[src/rtl/regfile_wb_arbiter.sv]
// Register-file writeback arbiter.
// Two writeback ports (ALU, load) each feed a one-entry holding buffer.
// A round-robin arbiter drains one buffer per cycle into the registered
// A3/WD3/WE3 write port. A busy scoreboard tracks destinations reserved
// at issue and not yet written back.

// One-entry holding buffer for a single writeback port.
module regfile_wb_buf #(
   parameter int AW = 5,
   parameter int DW = 32
) (
   input  logic          clk,
   input  logic          rst,
   input  logic          load,
   input  logic          drain,
   input  logic [AW-1:0] in_addr,
   input  logic [DW-1:0] in_data,
   output logic          full,
   output logic [AW-1:0] addr,
   output logic [DW-1:0] data
);

   // A same-edge load wins over drain so a granted buffer can refill at once.
   always_ff @(posedge clk or negedge rst) begin
      if (!rst) begin
         full <= 1'b0;
         addr <= '0;
         data <= '0;
      end else if (load) begin
         full <= 1'b1;
         addr <= in_addr;
         data <= in_data;
      end else if (drain) begin
         full <= 1'b0;
      end
   end

endmodule

module regfile_wb_arbiter #(
   parameter int AW = 5,
   parameter int DW = 32
) (
   input  logic            clk,
   input  logic            rst,
   input  logic            p0_valid,
   input  logic [AW-1:0]   p0_addr,
   input  logic [DW-1:0]   p0_data,
   output logic            p0_ready,
   input  logic            p1_valid,
   input  logic [AW-1:0]   p1_addr,
   input  logic [DW-1:0]   p1_data,
   output logic            p1_ready,
   input  logic            rsv_valid,
   input  logic [AW-1:0]   rsv_addr,
   output logic [AW-1:0]   A3,
   output logic [DW-1:0]   WD3,
   output logic            WE3,
   output logic [(1<<AW)-1:0] busy,
   output logic            rsv_conflict
);

   localparam int NP   = 2;
   localparam int NREG = 1 << AW;

   logic [NP-1:0]         in_valid;
   logic [NP-1:0][AW-1:0] in_addr;
   logic [NP-1:0][DW-1:0] in_data;
   logic [NP-1:0]         full, grant, ready, xfer;
   logic [NP-1:0][AW-1:0] baddr;
   logic [NP-1:0][DW-1:0] bdata;

   // last = index of the port granted most recently; 1 after reset so
   // port 0 takes the first tie.
   logic                  last;
   logic                  gnt_any;
   logic [AW-1:0]         gnt_addr;
   logic [DW-1:0]         gnt_data;
   logic [NREG-1:0]       busy_nxt;

   assign in_valid = {p1_valid, p0_valid};
   assign in_addr  = {p1_addr,  p0_addr};
   assign in_data  = {p1_data,  p0_data};

   // Round-robin pick: a lone full buffer wins, a tie goes to the port
   // that was not granted last.
   always_comb begin
      grant = '0;
      if (full[0] && (!full[1] || last))
         grant[0] = 1'b1;
      else if (full[1])
         grant[1] = 1'b1;
   end

   assign ready    = ~full | grant;
   assign xfer     = in_valid & ready;
   assign p0_ready = ready[0];
   assign p1_ready = ready[1];

   assign gnt_any  = |grant;
   assign gnt_addr = grant[1] ? baddr[1] : baddr[0];
   assign gnt_data = grant[1] ? bdata[1] : bdata[0];

   for (genvar k = 0; k < NP; k++) begin : g_buf
      regfile_wb_buf #(.AW(AW), .DW(DW)) u_buf (
         .clk     (clk),
         .rst     (rst),
         .load    (xfer[k]),
         .drain   (grant[k]),
         .in_addr (in_addr[k]),
         .in_data (in_data[k]),
         .full    (full[k]),
         .addr    (baddr[k]),
         .data    (bdata[k])
      );
   end

   // Pointer moves only when something is actually granted.
   always_ff @(posedge clk or negedge rst) begin
      if (!rst)
         last <= 1'b1;
      else if (gnt_any)
         last <= grant[1];
   end

   // Registered write port; x0 grants burn the slot without a write.
   always_ff @(posedge clk or negedge rst) begin
      if (!rst) begin
         A3  <= '0;
         WD3 <= '0;
         WE3 <= 1'b0;
      end else if (gnt_any && (gnt_addr != '0)) begin
         A3  <= gnt_addr;
         WD3 <= gnt_data;
         WE3 <= 1'b1;
      end else begin
         WE3 <= 1'b0;
      end
   end

   // Scoreboard next state: writeback clears, then reservation sets so a
   // same-edge reserve of the written register keeps it busy.
   always_comb begin
      busy_nxt = busy;
      if (gnt_any && (gnt_addr != '0))
         busy_nxt[gnt_addr] = 1'b0;
      if (rsv_valid && (rsv_addr != '0))
         busy_nxt[rsv_addr] = 1'b1;
      busy_nxt[0] = 1'b0;
   end

   // Scoreboard register.
   always_ff @(posedge clk or negedge rst) begin
      if (!rst)
         busy <= '0;
      else
         busy <= busy_nxt;
   end

   assign rsv_conflict = rsv_valid & (rsv_addr != '0) & busy[rsv_addr];

endmodule
[config.mk]
export PLATFORM = sky130hd
export DESIGN_NAME = regfile_wb_arbiter
export DESIGN_NICKNAME = d
export VERILOG_FILES = /design/src/rtl/regfile_wb_arbiter.sv
export SDC_FILE = /design/constraint.sdc
export NUM_CORES = 1
export LEC_CHECK = 0
export CORE_MARGIN = 1.5
export CORE_UTILIZATION = 50
export CTS_CLUSTER_DIAMETER = 30
export DETAILED_ROUTE_END_ITERATION = 6
export DONT_BUFFER_PORTS = 1
export GPL_TIMING_DRIVEN = 0
export PLACE_DENSITY_LB_ADDON = 0.2
export SLEW_MARGIN = 20
export SYNTH_ARGS = -nofsm -noshare
export SYNTH_HDL_FRONTEND = slang
export SYNTH_SLANG_ARGS = --single-unit
[constraint.sdc]
create_clock -name clk -period 4 [get_ports clk]
set_input_delay 0.8 -clock clk [delete_from_list [all_inputs] [get_ports clk]]
set_output_delay 0.8 -clock clk [all_outputs]
set_load 0.05 [all_outputs]
# After elaboration in Yosys (flattened, before gate mapping)
# Cells that the tools add are included.
# totals
reg_bits	146
output_inout_bits	73
# classes
n_lt_le_gt_ge	4
mux	18
bitwise	8
n_reduce_logical	12
# ops
op	count
two-way mux 32 bit	3
bitwise AND 32 bit	1
NOT 32 bit	1
bitwise OR 32 bit	1
less-than comparator 5 x 6 -> 1 bit, second input constant	2
two-way mux 1 bit	11
demux 1 bit (select 5 bit)	2
greater-or-equal comparator 5 x 1 -> 1 bit, second input constant	2
nonzero test 5 bit	2
binary-select mux 1 bit (select 5 bit)	1
logical AND 1 bit	5
two-way mux 5 bit	1
nonzero test 2 bit	2
bitwise AND 1 bit	2
bitwise AND 2 bit	1
NOT 2 bit	1
bitwise OR 2 bit	1
OR reduction 2 bit	1
zero test 1 bit	1
logical OR 1 bit	1

# Depth between registers and ports, before layout
# Gate-level depths: netlist (run 1).
# logic_depth
depth_word	14
depth_mapped	8
depth_no_buf	5

# Cells and area by module
# Synthesis (run 1) repeated with hierarchy kept, for this count alone.
# unflattened
hier_cells	518
area_unflattened_um2	6536.3
# by_module_without_submodules
module	n_inst	cells_each	area_each_um2	seq_area_each_um2
regfile_wb_arbiter	1	356	3558.4	1752.9
regfile_wb_buf	2	81	1488.9	950.9

# Worst setup path after synthesis (run 1)
# OpenSTA, ideal clock, no wires.
# synth_timing
kind	input to output
start	input port rsv_addr[0]
end	output port rsv_conflict
arrival_ns	2.308
required_time_ns	3.200
path_slack_ns	0.892
stages	5
path_buffers	1
path_cell_list	buf_2 -> mux4_2 -> a22oi_1 -> nor3_1 -> or3_1
# synth_between
elab_chain_len	3
word_cells_on_any_way	5
classes_between	2 x mux; 2 x bitwise; 1 x reduce/logical
# synth_lines
element	line_no	rtl
start: declaration	55	input logic [AW-1:0] rsv_addr,
binary-select mux 1 bit (select 5 bit) / nonzero test 5 bit (equally long branches)	160	assign rsv_conflict = rsv_valid & (rsv_addr != '0) & busy[rsv_addr];
two-way mux 1 bit (not written as such) / bitwise AND 1 bit (equally long branches)	160	
bitwise AND 1 bit *	160	
end: declaration	60	output logic rsv_conflict
# Every way passes the cells marked *; elsewhere a longest branch is shown, timed or not. The select of a mux whose other input is x is not followed.

# Final worst setup path (run 1)
# Same ends and word-level chain as after synthesis.

==> parameters.txt, run 1 <==
Parameter                              Value

Route
  Met3 routed WL    1370 µm
  Post-route antenna net violation count    0
  Uppermost metal layer occupied by signal nets    met5
  Routed met1 length    6520 µm
  Total DRC errors in the routed layout    0
  DR iter-0 viols    ~380
  Vias after detailed routing    about 4400
  Routed wirelength normalized by instance count    21.8 µm
  Number of search-and-repair iterations in the first detailed-routing pass    5
  Sum of met2 wire segment lengths after detailed routing    7870 µm
  Routed wire length    16100 µm
  Vias per cell    6.03

Synthesis
  Ranking of synthesized cells by area    sky130_fd_sc_hd__dfrtp_1 (56%), sky130_fd_sc_hd__mux2_2 (13%), sky130_fd_sc_hd__mux2i_1 (6.8%)
  Syn Nets    616
  FFs w/ async S/R, synth    100%
  Most instantiated cells after synthesis    sky130_fd_sc_hd__dfrtp_1 (145), sky130_fd_sc_hd__mux2_2 (77), sky130_fd_sc_hd__mux2i_1 (44)
  Cell type with the highest aggregate area in the netlist    sky130_fd_sc_hd__dfrtp_1
  Synth Register Bits    approximately 150
  Sequential area share after synthesis    56.2%
  Number of synthesis warnings    0
  Mapped Area    6500 µm²
  Most frequently used flop master after synthesis    sky130_fd_sc_hd__dfrtp_1
  Proportion of netlist area held by the largest area contributor    a little under three fifths
  Top-count cell post-synth    sky130_fd_sc_hd__dfrtp_1
  Count of flip-flops with a built-in enable after synthesis    0
  Syn_area_per_cell    about 12 µm²
  Cell variety after synth    43
  Gate count after technology mapping    roughly 530

Final layout
  Multi-input logic area    2590 µm²
  Count of filler cells inserted in the layout    1080
  Storage element area    roughly 3700 µm²
  Post-layout instance count excluding filler cells    738
  # nets final    between 600 and 700
  Area Growth Syn to Fin    12.2%
  Layout cells sized above 1    24.6%

Critical path
  Critical-path cell list    buf_2 > buf_2 > mux2i_1 > o22ai_1 > a22oi_1 > nor3_1 > or3_1
  Nature of the critical path startpoint    primary input
  Most frequent cell on the critical path    sky130_fd_sc_hd__buf_2
  Biggest cell delay along the critical path    610 ps
  Slowest cell on crit path    sky130_fd_sc_hd__or3_1
  Internal reg-to-reg setup slack    1400 ps
  Critical register-to-register path startpoint    last$_DFFE_PN1P_
  Depth of the most critical reg-to-reg path    4
  Critical R2R Capture    g_buf[1].u_buf.data[7]$_DFFE_PN0P_
  CP Buf/Inv Count    2
  CP arrival    2540 ps
  Worst path top cell family by delay    simple AND/OR/NAND/NOR gates
  Kind of capture point of the worst setup path    output port
  CP Max Fanout    10
  Critical path class    primary input to output port
  Required time worst endpoint    3200 ps

Clock tree
  Resize count post-CTS    0
  Post-CTS setup buffer count    0
  Buffers from clock root to sink, at most    2
  Cts bufs inserted    17
  Skew-Pair Late Insertion Delay    approximately 420 ps
  CTS tree    done
  Number of buffers added to fix hold violations after cts    0
  Clock H-tree levels    4
  Count of clock tree sinks    146
  Clock slew at the register clock pins of the worst setup and hold paths    60 ps
  Clock root cell    sky130_fd_sc_hd__clkbuf_16

Place
  Worst slack after detailed placement    690 ps
  Buffers added on ports    0
  Number of cells after detailed placement    between 700 and 800
  GPL Wtd Cong    0.882
  Final HPWL DP    11000 µm

Timing
  Total count of hold-check failures in the final report    0
  Count of final setup violators    0
  Fin crit period    3340 ps
  Worst Max-Slew Pin Slew    627 ps
  Final critical-path share of the clock period    83.6%
  Setup repair after global routing missed its margin    no
  Total Neg Setup Slack    0 ps
  Timing-limited maximum frequency    299 MHz
  Worst Slack Setup Final    about 660 ps
  Worst-case headroom to the max-slew limit    58.1%
  Worst clock skew on the final layout    between 6 and 7 ps
  Final slew viol count    0

Floorplanning
  Die boundary width    117 µm
  Number of placement rows    41
  Effective utilization at floorplan    51.3%
  CORE AREA    12700 µm²
  Die area    ~14000 µm²
  Floorplan die height    117 µm
  Total I/O pin count    157

Global routing
  Vias in the first global route    4626
  Global route total overflow    0
  Largest net degree at the start of global routing    147
  GR Util All Layers    between 20% and 30%
  Wire length of the first global-routing pass    ~24000 µm
  Number of antenna violations at the first check in global routing    4

Power and ir drop
  Max rail drop VDD    0.407 mV
  Power density over cell area    between 900 and 1000 nW/µm²
  Leakage    3.05 nW
  Total power draw    0.00662 W

Min path
  Hold crit path type    primary input to asynchronous set/reset pin

Run status
  Status    finished clean

Job
  MaxCap Viol Count    0
==> final cells by class <==
type | instances | share of cell area (%)
Sequential cell | 146 | 50.1
Multi-Input combinational cell | 339 | 35.5
Clock buffer | 28 | 7.22
Tap cell | 172 | 2.95
Buffer | 34 | 2.81
Inverter | 13 | 0.669
Clock inverter | 4 | 0.618
Antenna cell | 2 | 0.0686
==> worst max path at each step <==
| stage | end | from | depth (start not counted) | slack, ps |
|---|---|---|---|---|
| after floorplan | rsv_conflict | rsv_addr[0] | 5 | 890 |
| after global placement | rsv_conflict | rsv_addr[0] | 7 | 700 |
| after detailed placement | rsv_conflict | rsv_addr[0] | 7 | 690 |
| after CTS | rsv_conflict | rsv_addr[0] | 7 | 700 |
| after global routing | rsv_conflict | rsv_addr[0] | 7 | 560 |
| final | rsv_conflict | rsv_addr[0] | 7 | 660 |
==> per-stage QoR <==
step / instance area (µm²) / hold WS [ps] / utilization, %
floorplan: 6500 / 479 / -
global placement: 6720 / 486 / 53.0
detailed placement: 6720 / 491 / 53.0
CTS: 7290 / 60.1 / 57.5
global route: 7290 / 52.1 / 57.6
finish: 7290 / 71.8 / 57.6
==> routing by layer <==
layer,global-route usage [%],up-vias
li1,-,1988
met1,30.0,2247
met2,38.1,183
met3,9.73,29
met4,9.88,2
met5,0,-
==> registers in the layout, summed over array words and instances, names as in the netlist <==
name	flops
g_buf.u_buf.data	64
WD3	32
busy	31
g_buf.u_buf.addr	10
A3	5
g_buf.u_buf.full	2
WE3	1
last	1
==> cells by family after synthesis <==
family,Yosys count,share of synthesized area [%]
multiplexers,125,21.5
AO/OA/AOI/OAI,137,12.4
buffers and inverters,47,3.91
flip-flops,146,56.2
other,1,0.0577
AND/OR/NAND/NOR,76,5.97
==> power by group <==
part | internal, W | total (W) | switching [W] | leakage (nW)
Sequential | 0.00202 | 0.00375 | 0.00173 | 1.68
Clock | 0.000953 | 0.00153 | 0.000582 | 0.284
Combinational | 0.000643 | 0.00134 | 0.000700 | 1.08
==> cell usage in the layout (no fill, tap or decap), types with 3 or more instances in the layout <==
cell | synthesis | layout
sky130_fd_sc_hd__dfrtp_1 | 145 | 145
sky130_fd_sc_hd__a31oi_1 | 34 | 34
sky130_fd_sc_hd__o32ai_1 | 3 | 3
sky130_fd_sc_hd__nand3_1 | 8 | 8
sky130_fd_sc_hd__a21oi_1 | 36 | 36
sky130_fd_sc_hd__nand3b_1 | 4 | 4
sky130_fd_sc_hd__mux4_2 | 4 | 4
sky130_fd_sc_hd__mux2i_1 | 44 | 44
sky130_fd_sc_hd__inv_1 | 13 | 13
sky130_fd_sc_hd__nand2_1 | 18 | 18
sky130_fd_sc_hd__buf_2 | 17 | 17
sky130_fd_sc_hd__nand2b_1 | 15 | 15
sky130_fd_sc_hd__clkbuf_16 | 0 | 17
sky130_fd_sc_hd__nor2_1 | 16 | 16
sky130_fd_sc_hd__o21ai_0 | 41 | 41
sky130_fd_sc_hd__nor2b_1 | 4 | 4
sky130_fd_sc_hd__mux2_2 | 77 | 77
sky130_fd_sc_hd__o22ai_1 | 9 | 9
sky130_fd_sc_hd__clkinv_2 | 0 | 3
sky130_fd_sc_hd__buf_6 | 6 | 6
sky130_fd_sc_hd__clkbuf_8 | 0 | 6
sky130_fd_sc_hd__clkbuf_1 | 7 | 12
sky130_fd_sc_hd__buf_4 | 3 | 3
Power figures use the tool's default switching activity.
==> run 2: changes to the inputs <==
- clock period: 4 -> 2.85 ns (I/O delays scaled with it)
==> run 2 against run 1 <==
Worst setup slack got worse by 600 ps. The run now ends with hold timing left. Worst hold slack lost 220 ps. Critical endpoint unchanged. Non-clock buffer count stayed put. First-iteration DRC count is 6.9% lower.
==> parameters.txt, run 2 (synthesis results as in run 1) <==
Parameter                              Value

Timing
  Final critical-path share of the clock period    98.2%
  Total count of hold-check failures in the final report    145
  Count of final setup violators    0
  Setup repair after global routing missed its margin    no
  Worst Max-Slew Pin Slew    628 ps
  Fin crit period    2800 ps
  Timing-limited maximum frequency    357 MHz
  Final slew viol count    0
  Worst-case headroom to the max-slew limit    58.0%
  Worst clock skew on the final layout    between 7 and 8 ps
  Final hold slack    -152 ps

Global routing
  GR Util All Layers    24.3%
  Largest net degree at the start of global routing    around 150
  Global route total overflow    0
  Vias in the first global route    4633
  Number of antenna violations at the first check in global routing    4
  Wire length of the first global-routing pass    24500 µm

Place
  Number of cells after detailed placement    704
  Final HPWL DP    about 11000 µm
  GPL Wtd Cong    0.882
  Buffers added on ports    0
  Cell area after placement    6720 µm²

Route
  Routed wirelength normalized by instance count    21.8 µm
  Number of search-and-repair iterations in the first detailed-routing pass    5
  Vias after detailed routing    4448
  DR iter-0 viols    350
  Routed wire length    approximately 16000 µm
  Vias per cell    6.03
  Post-route antenna net violation count    0
  Total DRC errors in the routed layout    0

Power and ir drop
  Total power draw    0.00931 W
  Leakage    3.04 nW
  Max rail drop VDD    0.571 mV
  Power density over cell area    1270 nW/µm²

Clock tree
  Skew-Pair Late Insertion Delay    420 ps
  Buffers from clock root to sink, at most    2
  Cts bufs inserted    17
  Clock H-tree levels    4
  Post-CTS setup buffer count    0
  CTS tree    done
  Count of clock tree sinks    146
  Clock slew at the register clock pins of the worst setup and hold paths    roughly 60 ps
  Clock root cell    sky130_fd_sc_hd__clkbuf_16

Final layout
  Area Growth Syn to Fin    12.4%
  # nets final    635
  Final Instance Area    around 7300 µm²
  Largest registers    g_buf.u_buf.data (64), WD3 (32), busy (31)
  Layout cells sized above 1    26.1%
  Utilization of the core after routing    57.7%
  Post-layout instance count excluding filler cells    738
  Reg with most FFs    g_buf.u_buf.data
  Max reg flops    between 60 and 70
  Leading cell type in the layout, fill and taps excluded    sky130_fd_sc_hd__dfrtp_1
  Most used cells in the layout excluding fill and tap cells    sky130_fd_sc_hd__dfrtp_1 (138), sky130_fd_sc_hd__mux2_2 (77), sky130_fd_sc_hd__mux2i_1 (44)

Job
  MaxCap Viol Count    0

Critical path
  Depth of the most critical reg-to-reg path    4
  CP arrival    2230 ps
  CP Max Fanout    3
  Nature of the critical path startpoint    flip-flop
  Worst path top cell family by delay    simple AND/OR/NAND/NOR gates
  Slowest cell on crit path    sky130_fd_sc_hd__dfrtp_1
  Required time worst endpoint    2280 ps
  Number of stages on the worst setup path    4
  Critical-path cell list    mux4_2 > nand3_1 > a31oi_1 > or3_4
  Kind of capture point of the worst setup path    output port
  CP Buf/Inv Count    0
  Biggest cell delay along the critical path    580 ps
  Critical path class    flip-flop to output port

Floorplanning
  Number of placement rows    41
  CORE AREA    12700 µm²
  Die boundary width    around 120 µm
  Floorplan die height    117 µm
  Die area    13700 µm²
  Effective utilization at floorplan    51.3%
  Total I/O pin count    between 150 and 200

Run status
  Violated checks    hold timing
  Status    finished with violations

Min path
  Hold crit path type    primary input to asynchronous set/reset pin
## run 2: layer usage
| metal | share of wire, % | up-vias | global-route usage, % |
|---|---|---|---|
| li1 | - | 1986 | - |
| met1 | 41 | 2249 | 30.1 |
| met2 | 49 | 187 | 38.1 |
| met3 | 8.2 | 24 | 9.84 |
| met4 | 1.5 | 2 | 9.96 |
| met5 | 0.075 | - | 0 |
## run 2: cell type report
| type | count | area, µm² |
|---|---|---|
| tap | 172 | 215 |
| inverter | 13 | 48.8 |
| antenna | 2 | 5.00 |
| multi-input combinational | 339 | 2600 |
| fill | 1078 | 5360 |
| buffer | 34 | 205 |
| clock buffer | 28 | 527 |
| clock inverter | 4 | 45.0 |
| sequential | 146 | 3660 |
## run 2: per-stage QoR
step	worst slack, ps	TNS [ps]
2_1_floorplan	202	0
3_3_place_gp	10.2	0
3_5_place_dp	-0.396	-0.396
4_1_cts	42.0	0
5_1_grt	5.00	0
6_report	51.3	0
## run 2: what timing repair did
| item | CTS | global route |
|---|---|---|
| endpoints found under the hold margin | 145 | 145 |
| resized for setup | 5 | 3 |
| pin swaps | 0 | 1 |
| setup endpoints to repair | 1 | 1 |
## run 2: report_power, final
group | leakage [nW] | total (W) | internal [W] | switching [W]
clock network | 0.284 | 0.00215 | 0.00134 | 0.000813
logic | 1.08 | 0.00189 | 0.000906 | 0.000981
registers | 1.68 | 0.00527 | 0.00284 | 0.00243
total | 3.04 | 0.00931 | 0.00509 | 0.00422
## run 2: worst reg2reg max path, delay by kind of cell (launching register included)
family,cells,cell delay [ps]
buffers and inverters,1,410
DFF,1,600
and+or+nand+nor,2,1080
muxes,1,390
## run 2: worst paths after layout
| kind | startpoint | slack [ps] | end |
|---|---|---|---|
| max | busy[12]$_DFF_PN0_ | 50 | rsv_conflict |
| min | rst | -150 | g_buf[1].u_buf.data[3]$_DFFE_PN0P_ |
| max reg2reg | last$_DFFE_PN1P_ | 260 | g_buf[1].u_buf.data[5]$_DFFE_PN0P_ |
| min reg2reg | g_buf[0].u_buf.data[25]$_DFFE_PN0P_ | 500 | g_buf[0].u_buf.data[25]$_DFFE_PN0P_ |
| max in group asynchronous | rst | 2730 | busy[23]$_DFF_PN0_ |
| min in group clk | p0_valid | 270 | g_buf[0].u_buf.full$_DFFE_PN0P_ |
